==> src/rtl/qpsk_bit_splitter.sv <==
// Serial-to-dibit splitter for the QPSK modulator: pairs handshaked bits into (E, O),
// queues them in a small FIFO and holds each dibit for SYMBOL_LEN clocks with a boundary strobe.
module qpsk_bit_splitter #(
    parameter int unsigned SYMBOL_LEN = 100,
    parameter int unsigned CNT_W      = 7,
    parameter int unsigned FIFO_DEPTH = 4,
    parameter logic        IDLE_E     = 1'b1,
    parameter logic        IDLE_O     = 1'b1
) (
    input  logic                          Clk,
    input  logic                          Rst_n,
    input  logic                          bit_in,
    input  logic                          bit_valid,
    output logic                          bit_ready,
    input  logic                          clr_underrun,
    output logic                          E,
    output logic                          O,
    output logic                          sym_strobe,
    output logic                          sym_active,
    output logic                          underrun,
    output logic [$clog2(FIFO_DEPTH):0]   fifo_level
);

    localparam int unsigned PTR_W = $clog2(FIFO_DEPTH);
    localparam int unsigned LVL_W = PTR_W + 1;
    localparam logic [CNT_W-1:0] LAST_CNT = CNT_W'(SYMBOL_LEN - 1);

    typedef enum logic {IDLE, RUN} state_t;

    state_t             state_q, state_d;
    logic [CNT_W-1:0]   sym_cnt_q, sym_cnt_d;
    logic               e_q, e_d, o_q, o_d;
    logic               strobe_q, strobe_d;
    logic               active_q, active_d;
    logic               underrun_q, underrun_d;
    logic               half_v_q, half_v_d;
    logic               half_bit_q, half_bit_d;
    logic [PTR_W-1:0]   wr_ptr_q, wr_ptr_d;
    logic [PTR_W-1:0]   rd_ptr_q, rd_ptr_d;
    logic [LVL_W-1:0]   level_q, level_d;
    logic [1:0]         mem_q [FIFO_DEPTH];
    logic [1:0]         mem_d [FIFO_DEPTH];
    logic               accept, push, pop;
    logic [1:0]         head;

    // Ready depends only on registered state; a full FIFO is never bypassed by a same-cycle pop.
    assign bit_ready = !half_v_q || (level_q < LVL_W'(FIFO_DEPTH));
    assign accept    = bit_valid && bit_ready;
    assign push      = accept && half_v_q;
    assign head      = mem_q[rd_ptr_q];

    always_comb begin
        state_d    = state_q;
        sym_cnt_d  = sym_cnt_q;
        e_d        = e_q;
        o_d        = o_q;
        strobe_d   = 1'b0;
        active_d   = active_q;
        underrun_d = underrun_q && !clr_underrun;
        half_v_d   = half_v_q;
        half_bit_d = half_bit_q;
        wr_ptr_d   = wr_ptr_q;
        mem_d      = mem_q;
        pop        = 1'b0;

        if (accept) begin
            if (!half_v_q) begin
                half_v_d   = 1'b1;
                half_bit_d = bit_in;
            end else begin
                half_v_d        = 1'b0;
                mem_d[wr_ptr_q] = {half_bit_q, bit_in};
                wr_ptr_d        = wr_ptr_q + PTR_W'(1);
            end
        end

        case (state_q)
            IDLE: begin
                sym_cnt_d = '0;
                e_d       = IDLE_E;
                o_d       = IDLE_O;
                active_d  = 1'b0;
                if (level_q != '0) begin
                    pop      = 1'b1;
                    e_d      = head[1];
                    o_d      = head[0];
                    strobe_d = 1'b1;
                    active_d = 1'b1;
                    state_d  = RUN;
                end
            end
            RUN: begin
                if (sym_cnt_q == LAST_CNT) begin
                    sym_cnt_d = '0;
                    if (level_q != '0) begin
                        pop      = 1'b1;
                        e_d      = head[1];
                        o_d      = head[0];
                        strobe_d = 1'b1;
                    end else begin
                        e_d        = IDLE_E;
                        o_d        = IDLE_O;
                        active_d   = 1'b0;
                        underrun_d = 1'b1;
                        state_d    = IDLE;
                    end
                end else begin
                    sym_cnt_d = sym_cnt_q + CNT_W'(1);
                end
            end
            default: state_d = IDLE;
        endcase

        rd_ptr_d = pop ? rd_ptr_q + PTR_W'(1) : rd_ptr_q;
        case ({push, pop})
            2'b10:   level_d = level_q + LVL_W'(1);
            2'b01:   level_d = level_q - LVL_W'(1);
            default: level_d = level_q;
        endcase
    end

    always_ff @(posedge Clk or negedge Rst_n) begin
        if (!Rst_n) begin
            state_q    <= IDLE;
            sym_cnt_q  <= '0;
            e_q        <= IDLE_E;
            o_q        <= IDLE_O;
            strobe_q   <= 1'b0;
            active_q   <= 1'b0;
            underrun_q <= 1'b0;
            half_v_q   <= 1'b0;
            half_bit_q <= 1'b0;
            wr_ptr_q   <= '0;
            rd_ptr_q   <= '0;
            level_q    <= '0;
            for (int unsigned i = 0; i < FIFO_DEPTH; i++) begin
                mem_q[i] <= '0;
            end
        end else begin
            state_q    <= state_d;
            sym_cnt_q  <= sym_cnt_d;
            e_q        <= e_d;
            o_q        <= o_d;
            strobe_q   <= strobe_d;
            active_q   <= active_d;
            underrun_q <= underrun_d;
            half_v_q   <= half_v_d;
            half_bit_q <= half_bit_d;
            wr_ptr_q   <= wr_ptr_d;
            rd_ptr_q   <= rd_ptr_d;
            level_q    <= level_d;
            mem_q      <= mem_d;
        end
    end

    assign E          = e_q;
    assign O          = o_q;
    assign sym_strobe = strobe_q;
    assign sym_active = active_q;
    assign underrun   = underrun_q;
    assign fifo_level = level_q;

endmodule

==> config.mk <==
export PLATFORM = sky130hd
export DESIGN_NAME = qpsk_bit_splitter
export DESIGN_NICKNAME = d
export VERILOG_FILES = /design/src/rtl/qpsk_bit_splitter.sv
export SDC_FILE = /design/constraint.sdc
export NUM_CORES = 1
export LEC_CHECK = 0
export ABC_CLOCK_PERIOD_IN_PS = 2720
export CORE_MARGIN = 1
export CORE_UTILIZATION = 55
export DETAILED_ROUTE_END_ITERATION = 6
export PLACE_DENSITY = 0.76
export SYNTH_ARGS = -nofsm -noshare
export SYNTH_HDL_FRONTEND = slang
export SYNTH_SLANG_ARGS = --single-unit
==> constraint.sdc <==
create_clock -name Clk -period 2.72 [get_ports Clk]
set_input_delay 0.816 -clock Clk [delete_from_list [all_inputs] [get_ports Clk]]
set_output_delay 0.816 -clock Clk [all_outputs]
set_load 0.005 [all_outputs]
Word level (Yosys, flattened, before mapping)
Index checks and enable logic that the tools add are counted.
{"block": "classes", "n_addsub": 5, "order_cmp": 4, "eq_ne": 5, "muxes": 27, "n_bitwise": 4, "reduce_logical": 12}
{"cell": "7-bit case mux with 2 select lines", "n": 1}
{"cell": "1-bit 2-to-1 mux", "n": 13}
{"cell": "1-bit case mux with 2 select lines", "n": 5}
{"cell": "8-bit bitwise mux", "n": 1}
{"cell": "7-bit by 1-bit adder with 7-bit output, second input constant", "n": 1}
{"cell": "7-bit equality test, second input constant", "n": 1}
{"cell": "7-bit 2-to-1 mux", "n": 1}
{"cell": "3-bit >= comparator, second input constant", "n": 2}
{"cell": "2-bit 2-to-1 mux", "n": 3}
{"cell": "2-bit NOT with 3-bit output", "n": 2}
{"cell": "3-bit case mux with 2 select lines", "n": 1}
{"cell": "2-bit AND reduction", "n": 3}
{"cell": "2-bit by 1-bit adder with 2-bit output, second input constant", "n": 2}
{"cell": "2-bit binary-select mux with 2-bit select", "n": 1}
{"cell": "2-bit demux with 2-bit select", "n": 1}
{"cell": "1-bit logical AND", "n": 4}
{"cell": "3-bit by 1-bit adder with 3-bit output, second input constant", "n": 1}
{"cell": "3-bit by 1-bit less-than comparator with 1-bit output, second input constant", "n": 1}
{"cell": "3-bit less-than comparator, second input constant", "n": 1}
{"cell": "3-bit nonzero test", "n": 1}
{"cell": "3-bit by 1-bit subtractor with 3-bit output, second input constant", "n": 1}
{"cell": "2-bit by 1-bit equality test with 1-bit output, second input constant", "n": 1}
{"cell": "2-bit equality test, second input constant", "n": 1}
{"cell": "1-bit zero test", "n": 2}
{"cell": "other kinds (5)", "n": 6}
{"block": "totals", "register_bits": 30, "in_bits": 5}

Longest topological paths before layout
Gate-level depths: netlist (run 1).
{"block": "logic_depth", "depth_word": 7, "ltp_mapped": 11, "mapped_depth_nobuf": 11}

Worst setup path after synthesis (run 1)
Ideal clock, no wire load.
{"block": "synth_path", "path_kind": "register to register", "start": "register sym_cnt_q[0]", "end": "register level_q[2] (netlist: fifo_level[2])", "setup_ps": 79, "t_arrival_ps": 2140, "path_slack_ps": 501, "path_stages_with_launch": 12, "path_buffers": 0, "period_less_slack_ps": 2219, "path_cell_list": "dfrtp_1 ha_1 nand4bb_4 o21ai_4 nand2_4 inv_1 ha_1 inv_1 fa_1 xor2_1 nor2_1 xor2_1"}
{"block": "synth_between", "elab_chain_len": 5, "word_cells_on_any_way": 7}
{"element": "from (decl)", "line": "31", "source": "logic [CNT_W-1:0] sym_cnt_q, sym_cnt_d;"}
{"element": "from (signal assigned)", "line": "141", "source": "sym_cnt_q <= sym_cnt_d;"}
{"element": "7-bit equality test (*)", "line": "93", "source": "if (sym_cnt_q == LAST_CNT) begin"}
{"element": "1-bit 2-to-1 mux (*)", "line": "93"}
{"element": "1-bit case mux with 2 select lines (*)", "line": "77", "source": "case (state_q)"}
{"element": "net pop", "line": "43", "source": "logic accept, push, pop;"}
{"element": "2-bit by 1-bit equality test with 1-bit output / 2-bit equality test (equally long branches)", "line": "115", "source": "case ({push, pop})"}
{"element": "3-bit case mux with 2 select lines / 2-bit nonzero test (equally long branches)"}
{"element": "to (signal assigned)", "line": "151", "source": "level_q <= level_d;"}
{"element": "to (decl)", "line": "40", "source": "logic [LVL_W-1:0] level_q, level_d;"}
The timed path passes the listed nets; every way through them passes the cells marked *.
A chain may end at the register's enable or synchronous reset.

Worst setup path after layout (run 1)
Ends and elaborated chain as after synthesis.

==> results of run 1 <==
-- worst paths after layout --
check	from	to	slack, ps	cells after the start
hold reg to reg	sym_cnt_q[0]	sym_cnt_q[0]	490	1
setup reg to reg	sym_cnt_q[0]	fifo_level[2]	400	11
max in group asynchronous	Rst_n	O	1550	2
setup / recovery	sym_cnt_q[0]	fifo_level[2]	400	11
min in group asynchronous	Rst_n	mem_q[6]	860	2
hold / removal	sym_cnt_q[0]	sym_cnt_q[0]	490	1
-- metal layers --
layer,GRT usage,vias to the layer above,wire length (µm)
met5,0,-,0
met4,0.0921,0,38
met3,0.0928,4,102
met2,0.327,14,1030
met1,0.266,423,1150
li1,-,419,-
-- cells by family after synthesis --
group / after synthesis / synth area share
AND/OR/NAND/NOR: 34 / 0.144
XOR/XNOR: 10 / 0.0623
flip-flops: 30 / 0.536
multiplexers: 13 / 0.118
AO/OA/AOI/OAI: 9 / 0.0499
buffers and inverters: 8 / 0.0214
adder cells (fa/ha/maj): 7 / 0.0677
-- cell type report --
cell class                 instances  area, µm²
clock buffer                       7       55.1
fill                             177        671
inverter                           8       30.0
multi-input combinational         73        622
sequential                        30        753
tap                               28       35.0
timing repair buffer              16        153
-- flip-flops by register name, summed over array words and instances, names as in the netlist, 2 cells and up --
register and cells:
rd_ptr_q 2, mem_q 8, wr_ptr_q 2, sym_cnt_q 7, fifo_level 3
-- through the flow --
| stage | utilization | total power, mW | hold slack [ps] |
|---|---|---|---|
| floorplan | - | 0.892 | 455 |
| global placement | 0.687 | 1.02 | 470 |
| detailed placement | 0.687 | 1.04 | 480 |
| CTS | 0.711 | 1.31 | 493 |
| global route | 0.711 | 1.39 | 518 |
| finish | 0.711 | 1.30 | 489 |
-- layout by cell type, fill, tap and decap left out, types with 2 or more instances in the layout --
cell	instances
a21oi_1	2
and2_1	2
buf_4	3
clkbuf_4	5
clkdlybuf4s50_1	13
dfrtp_1	28
dfstp_2	2
ha_1	6
inv_1	8
mux2_2	9
mux2i_1	2
mux4_2	2
nand2_1	10
nand2b_1	3
nand3_1	2
nand4_1	2
nor2_1	6
o21ai_0	2
o22a_1	2
or2b_1	2
xnor2_1	5
xor2_1	5
-- worst max-delay path, delay by kind of cell (launching register included) --
family                     cells  cell delay, ps
buffers and inverters          2             140
adders and majority gates      3             840
xor gates and xnor gates       2             320
and+or+nand+nor                3             360
DFF                            1             400
AOI/OAI and AO/OA              1             180
-- power breakdown --
group / switching [mW] / internal (mW)
Combinational: 0.159 / 0.226
Sequential: 0.0899 / 0.559
Clock: 0.145 / 0.122
Total: 0.394 / 0.907
==> reports/metrics.csv, run 1 <==
metric;value;unit
CTS H-tree lvls;2;
fin crit share;0.853;
Die Y;52.5;µm
Fin Setup TNS;0;ps
Yosys warning total;0;
core area;0.00232;mm²
nets;146;
Hold-fix buffers, CTS;0;
Async S/R FF share, synth;1.00;
final worst path period need;2320;ps
deepest clock path buffer count;2;
DRT Pass-1 Iters;2;
number of inserted diodes;0;
WL final;2320;µm
maximum VDD drop;0.000558;V
clk_lat worst skew;320;ps
synthesized cell area;0.00141;mm²
sequential share of the synthesized area;0.536;
fin area;0.00165;mm²
top cells by area, synth;dfrtp_1 50%, mux2_2 7.2%, ha_1 5.3%;
Initial Util;0.606;
CP max-delay cell;dfrtp_1;
area growth from synthesis to layout;17.3;%
Net Count, Synth;123;
MaxCap Viol Count;0;
GRT Total Usage;0.215;
Die Wd;52.5;µm
LEAKAGE;0.712;nW
Mapped Cells;111;
share of the synthesized area in the top cell type;0.499;
initial antenna violation count;0;
drt drc;0;
top_reg_cell synth;dfrtp_1;
final non-filler cell total;162;
post-synthesis register bit count;30;
Worst setup EP type;flip-flop;
top-level port count;14;
Post-Place Setup Slack;180;ps
Final Hold Violating Endpoints;0;
CTS sink count;30;
Pins Over Slew Limit;0;
cell taking the most area after synthesis;dfrtp_1;
initial DRC count;8;
DP HPWL;1620;µm
Avg Cell Area, Syn;12.7;µm²
path type of the worst setup path;reg2reg;
post-route ant nets;0;
Post-CTS Resized;0;
clk root buf;clkbuf_4;
arrival time worst endpoint;2560;ps
Max Clk Rate;431;MHz
vias per inst;5.31;
global-route wire length before repair;4070;µm
worst path cell trace;ha_1 -> nand4bb_4 -> o21ai_4 -> nand2_4 -> inv_1 -> ha_1 -> inv_1 -> fa_1 -> xor2_1 -> nor2_1 -> xor2_1;
worst min path class;reg2reg;
slowest cell delay on critical path;400;ps
CTS tree;done;
EDFF count, synth;0;
Buffers on Ports;13;
top-count cell post-synth;dfrtp_1;
Final Skew;4.44;ps
# Post-CTS Setup Buffers;0;
Worst EP required;2960;ps
placed instance area;0.00159;mm²
Wirelength per Cell;14.3;µm
number of global-route vias before repair;905;
DR vias;860;
pwr/cell area;790;mW/mm²
Rows;17;
Setup crit start kind;flip-flop;
GRT Residual Overflow;0;
Reg clk slew, reported paths;90;ps
Setup WS post-layout;399;ps
status;finished clean;
RSZ-0062 raised after global routing;no;
routability-driven placement congestion ratio;0.739;
post-synth cell types;30;
die area;0.00276;mm²
Slew @ Worst Pin;368;ps
largest net degree at the start of global routing;31;
Placed Instances;155;
worst-path maximum fanout;5;
CTS buffer count;5;
Synth top cells by count;28 x dfrtp_1, 10 x nand2_1, 9 x mux2_2;
share of cells above drive strength 1;0.209;
Max-slew headroom;0.753;
Setup Viol. Count Final;0;
Power figures use the tool's default switching activity.
==> run 2, diff against run 1 <==
- CORE_ASPECT_RATIO: default -> 0.5
- CORE_UTILIZATION: 55 -> 25
- PLACE_DENSITY: 0.76 -> 0.4
==> run 2 against run 1 <==
  * Utilization down 37 points
  * Register-to-register slack better by 40 ps
  * Worst hold slack worse by 4.8 ps
  * Die area up 120%
  * Sequential share of layout area down 2.3 points
  * First-iteration DRC count up 50%
  * Largest cell class unchanged
==> reports/metrics.csv, run 2 (synthesis results as in run 1) <==
metric;value;unit;change
CTS tree;done;;
initial DRC count;12;;+4
share of cells above drive strength 1;0.215;;+0.00586
worst min path class;reg2reg;;
# Post-CTS Setup Buffers;0;;unchanged
Final Hold Violating Endpoints;0;;unchanged
final worst path period need;2280;ps;-44.8 ps
Buffers on Ports;13;;unchanged
pwr/cell area;799;mW/mm²;+1.2%
register share of total power;0.467;;-0.032
largest reg by FF count;mem_q;;
Worst EP required;2920;ps;-40 ps
Overall Power;1.39;mW;+6.7%
Fillers;528;;+200%
post-route ant nets;0;;unchanged
Placed Instances;197;;+27%
CTS H-tree lvls;2;;unchanged
Hold-fix buffers, CTS;0;;unchanged
top-level port count;14;;unchanged
Logic pwr share;0.270;;-0.026
LEAKAGE;0.729;nW;+2.4%
most frequent cells in the layout;28 x dfrtp_1, 13 x clkdlybuf4s50_1, 10 x nand2_1;;
Final Skew;5.72;ps;+1.28 ps
Die Wd;108;µm;+110%
path type of the worst setup path;reg2reg;;
switching share of power;0.289;;-0.0144
DP HPWL;1760;µm;+8.9%
initial antenna violation count;0;;unchanged
final non-filler cell total;205;;+27%
Wirelength per Cell;12.2;µm;-15%
number of global-route vias before repair;911;;+0.66%
nets;146;;unchanged
CP max-delay cell;dfrtp_1;;
Top delay family on crit path;adder cells;;
clk root buf;clkbuf_8;;
clk_lat worst skew;270;ps;-50 ps
routability-driven placement congestion ratio;0.601;;-19%
CTS sink count;30;;unchanged
Setup Viol. Count Final;0;;unchanged
GRT Total Usage;0.106;;-0.109
Setup WS post-layout;444;ps;+44.8 ps
deepest clock path buffer count;2;;unchanged
fin area;0.00174;mm²;+5.4%
global-route wire length before repair;4460;µm;+9.5%
Post-Place Setup Slack;180;ps;-0.762 ps
Reg clk slew, reported paths;60;ps;-30 ps
area growth from synthesis to layout;23.6;%;
Max-slew headroom;0.734;;-0.0189
RSZ-0062 raised after global routing;no;;
CTS buffer count;5;;unchanged
Slew @ Worst Pin;400;ps;+31.2 ps
commonest non-fill, non-tap cell in the layout;dfrtp_1;;
GRT Residual Overflow;0;;unchanged
worst-path maximum fanout;5;;unchanged
Post-CTS Resized;0;;unchanged
status;finished clean;;
Clk pwr share;0.263;;+0.058
Max Clk Rate;439;MHz;+2.0%
arrival time worst endpoint;2470;ps;-90 ps
fin crit share;0.837;;-0.0165
crit path buf inv count;2;;unchanged
WHS;485;ps;-4.81 ps
Initial Util;0.272;;-0.334
Rows;18;;+1
Die Y;55.0;µm;+4.7%
vias per inst;4.14;;-22%
placed instance area;0.00165;mm²;+3.3%
Pins Over Slew Limit;0;;unchanged
number of inserted diodes;0;;unchanged
switching power;0.401;mW;+1.6%
Setup crit start kind;flip-flop;;
DR vias;849;;-1.3%
Fin Setup TNS;0;ps;unchanged
maximum VDD drop;0.000207;V;-63%
Worst setup EP type;flip-flop;;
DRT Pass-1 Iters;4;;+2
Layout Utilization;0.337;;-0.374
drt drc;0;;unchanged
largest net degree at the start of global routing;31;;unchanged
core area;0.00516;mm²;+120%
MaxCap Viol Count;0;;unchanged
WL final;2500;µm;+7.7%
die area;0.00594;mm²;+120%
worst path cell trace;ha_1 -> nand4bb_4 -> o21ai_4 -> nand2_4 -> inv_1 -> ha_1 -> inv_1 -> fa_1 -> xor2_1 -> nor2_1 -> xor2_1;;
max FFs per register;8;;unchanged
slowest cell delay on critical path;390;ps;about the same
Int Pwr;0.988;mW;+8.9%
[run 2: path summary, 6_finish.rpt]
path | slack [ps] | end | cells after the start | start
min reg2reg | 480 | sym_cnt_q[0] | 1 | sym_cnt_q[0]
min in group asynchronous | 920 | mem_q[2] | 2 | Rst_n
max in group asynchronous | 1460 | E | 2 | Rst_n
min | 480 | sym_cnt_q[0] | 1 | sym_cnt_q[0]
max reg2reg | 440 | fifo_level[2] | 11 | sym_cnt_q[0]
max | 440 | fifo_level[2] | 11 | sym_cnt_q[0]
[run 2: area by class of cell]
cell class	instances	area [µm²]	area share
multi-input cells	73	622	0.358
repair buffers	16	153	0.0879
flip-flops and latches	30	753	0.434
inverters	8	30.0	0.0173
well taps	70	87.6	0.0504
clock buffers	7	86.3	0.0497
clock inverters	1	5.00	0.00288
[run 2: power groups by stage]
| stage | Combinational [mW] | Sequential [mW] | Clock [mW] |
|---|---|---|---|
| CTS | 0.383 | 0.651 | 0.385 |
| finish | 0.375 | 0.649 | 0.365 |
| floorplan | 0.258 | 0.634 | 0 |
| global placement | 0.382 | 0.660 | 0 |
| detailed placement | 0.382 | 0.659 | 0 |
| global route | 0.434 | 0.668 | 0.407 |
[run 2: per-layer routing]
metal,share of wire,wire [µm],GRT usage,vias up
li1,-,-,-,425
met1,0.52,1300,0.132,415
met2,0.45,1110,0.163,7
met3,0.023,57,0.0386,2
met4,0.011,27,0.0616,0
met5,0,0,0,-
[run 2: worst reg2reg max path, cell delays in order, from the launching register on]
cell	delay, ps
dfrtp_1	390
ha_1	310
nand4bb_4	160
o21ai_4	190
nand2_4	80
inv_1	70
ha_1	170
inv_1	60
fa_1	370
xor2_1	150
nor2_1	110
xor2_1	150
==> run 3, diff against run 2 <==
- ABC_CLOCK_PERIOD_IN_PS: 2720 -> 2250
- clock period: 2.72 -> 2.25 ns (I/O delays scaled with it)
==> run 3 against run 2 <==
  * Routed wire length fell by 0.28%
  * Register-to-register slack got worse by 280 ps
  * Sequential power rose by 19%
  * Fmax rose by 9.2%
  * Utilization rose by 1.5 points
  * Critical path type unchanged
==> reports/metrics.csv, run 3 (synthesis results as in run 1) <==
metric;value;unit;change
global-route wire length before repair;4510;µm;+1.1%
MaxCap Viol Count;0;;unchanged
Final Hold Violating Endpoints;0;;unchanged
routability-driven placement congestion ratio;0.629;;+4.5%
die area;0.00594;mm²;unchanged
Final Skew;4.11;ps;-1.61 ps
crit path launch;sym_cnt_q[1];;
Layout Utilization;0.352;;+0.0150
fin area;0.00181;mm²;+4.5%
hold path endpoint;mem_q[6];;
met3 Usage GRT;0.0386;;unchanged
r2r startpoint;sym_cnt_q[1];;
final worst path period need;2080;ps;-192 ps
worst min path class;reg2reg;;
GRT Residual Overflow;0;;unchanged
Hold-fix buffers, CTS;0;;unchanged
path type of the worst setup path;reg2reg;;
GRT Total Usage;0.105;;-0.000888
r2r endpoint;fifo_level[2];;
number of global-route vias before repair;901;;-1.1%
Max Clk Rate;480;MHz;+9.2%
nets;154;;+5.5%
initial antenna violation count;0;;unchanged
arrival time worst endpoint;2280;ps;-190 ps
Post-Place Setup Slack;-85.7;ps;-265 ps
Setup WS post-layout;166;ps;-278 ps
fin crit share;0.926;;+0.0894
core area;0.00516;mm²;unchanged
top-level port count;14;;unchanged
Pins Over Slew Limit;0;;unchanged
worst-path maximum fanout;3;;-2
Max-slew headroom;0.737;;+0.00329
area growth from synthesis to layout;29.1;%;
Buffers on Ports;13;;unchanged
Worst EP required;2450;ps;-470 ps
pwr/cell area;940;mW/mm²;+18%
Wirelength per Cell;11.7;µm;-4.0%
commonest non-fill, non-tap cell in the layout;dfrtp_1;;
Rows;18;;unchanged
min-delay src;mem_q[6];;
clk_lat worst skew;270;ps;about the same
Setup Viol. Count Final;0;;unchanged
Overall Power;1.71;mW;+23%
Slew @ Worst Pin;395;ps;-4.93 ps
Worst setup EP type;flip-flop;;
drt drc;0;;unchanged
share of cells above drive strength 1;0.287;;+0.0719
cells on worst reg2reg path;11;;unchanged
placed instance area;0.00170;mm²;+3.2%
max FFs per register;8;;unchanged
GR Layer Usage met2;0.161;;-0.00212
largest net degree at the start of global routing;31;;unchanged
Die Wd;108;µm;unchanged
post-route ant nets;0;;unchanged
Setup crit start kind;flip-flop;;
gr busiest metal;met2;;
Die Y;55.0;µm;unchanged
Initial Util;0.272;;unchanged
initial DRC count;27;;+15
most frequent cells in the layout;28 x dfrtp_1, 13 x clkdlybuf4s50_1, 11 x buf_4;;
met1 usage;0.135;;+0.00331
Reg2Reg Setup Slack;170;ps;-280 ps
WL final;2490;µm;-0.28%
DP HPWL;1770;µm;+0.49%
Reg clk slew, reported paths;70;ps;about the same
CTS H-tree lvls;2;;unchanged
LEAKAGE;0.763;nW;+4.8%
DRT Pass-1 Iters;4;;unchanged
DR vias;880;;+3.7%
largest reg by FF count;mem_q;;
deepest clock path buffer count;2;;unchanged
hold depth;1;;unchanged
maximum VDD drop;0.000275;V;+32%
CTS tree;done;;
status;finished clean;;
vias per inst;4.13;;-0.24%
clk root buf;clkbuf_8;;
number of inserted diodes;0;;unchanged
CTS buffer count;5;;unchanged
CTS sink count;30;;unchanged
==> run 3: cell count changes in the layout (fill, tap and decap cells not counted), sizes merged <==
cell and change:
buf +8
==> run 3: repair_timing <==
item                       CTS  global route
buffers inserted             0             1
setup endpoints to repair    0             1
gates resized for setup      0             5
==> run 3: layer usage <==
layer	up-vias	wire length, µm
met1	433	1240
met5	-	0
met4	0	27
li1	436	-
met3	2	87
met2	9	1140
==> run 3: cell type report <==
class / instances / area, µm²
inverters: 8 / 30.0
multi-input cells: 73 / 639
repair buffers: 24 / 213
clock buffers: 7 / 86.3
fillers: 525 / 3340
flip-flops and latches: 30 / 753
clock inverters: 1 / 5.00
well taps: 70 / 87.6
==> run 3: stage by stage <==
| step | hold slack (ps) | TNS [ps] | std cells |
|---|---|---|---|
| after CTS | 507 | 0 | 212 |
| after detailed placement | 492 | -85.7 | 204 |
| after global routing | 532 | -0.386 | 213 |
| final | 504 | 0 | 213 |
| after floorplan | 379 | 0 | 111 |
| after global placement | 489 | -54.9 | 204 |
==> run 3: worst max-delay path: stages (launching register included) <==
cell and delay [ps]:
dfrtp_1 410, ha_4 180, nand4bb_4 140, o21ai_4 210, nand2_4 60, inv_2 60, ha_2 160, inv_1 50
fa_2 330, xor2_1 140, nor2_1 120, xor2_1 140
==> run 3: worst max path at each step <==
stage,end,slack [ps],depth (start not counted)
after global placement,fifo_level[2],-50,10
final,fifo_level[2],170,11
after detailed placement,fifo_level[2],-90,10
after global routing,fifo_level[2],-0.4,11
after CTS,fifo_level[2],40,11
after floorplan,fifo_level[2],30,11
==> run 3: where the power goes <==
group | switching (mW) | internal, mW
sequential | 0.0936 | 0.677
clock | 0.200 | 0.246
combinational | 0.203 | 0.285
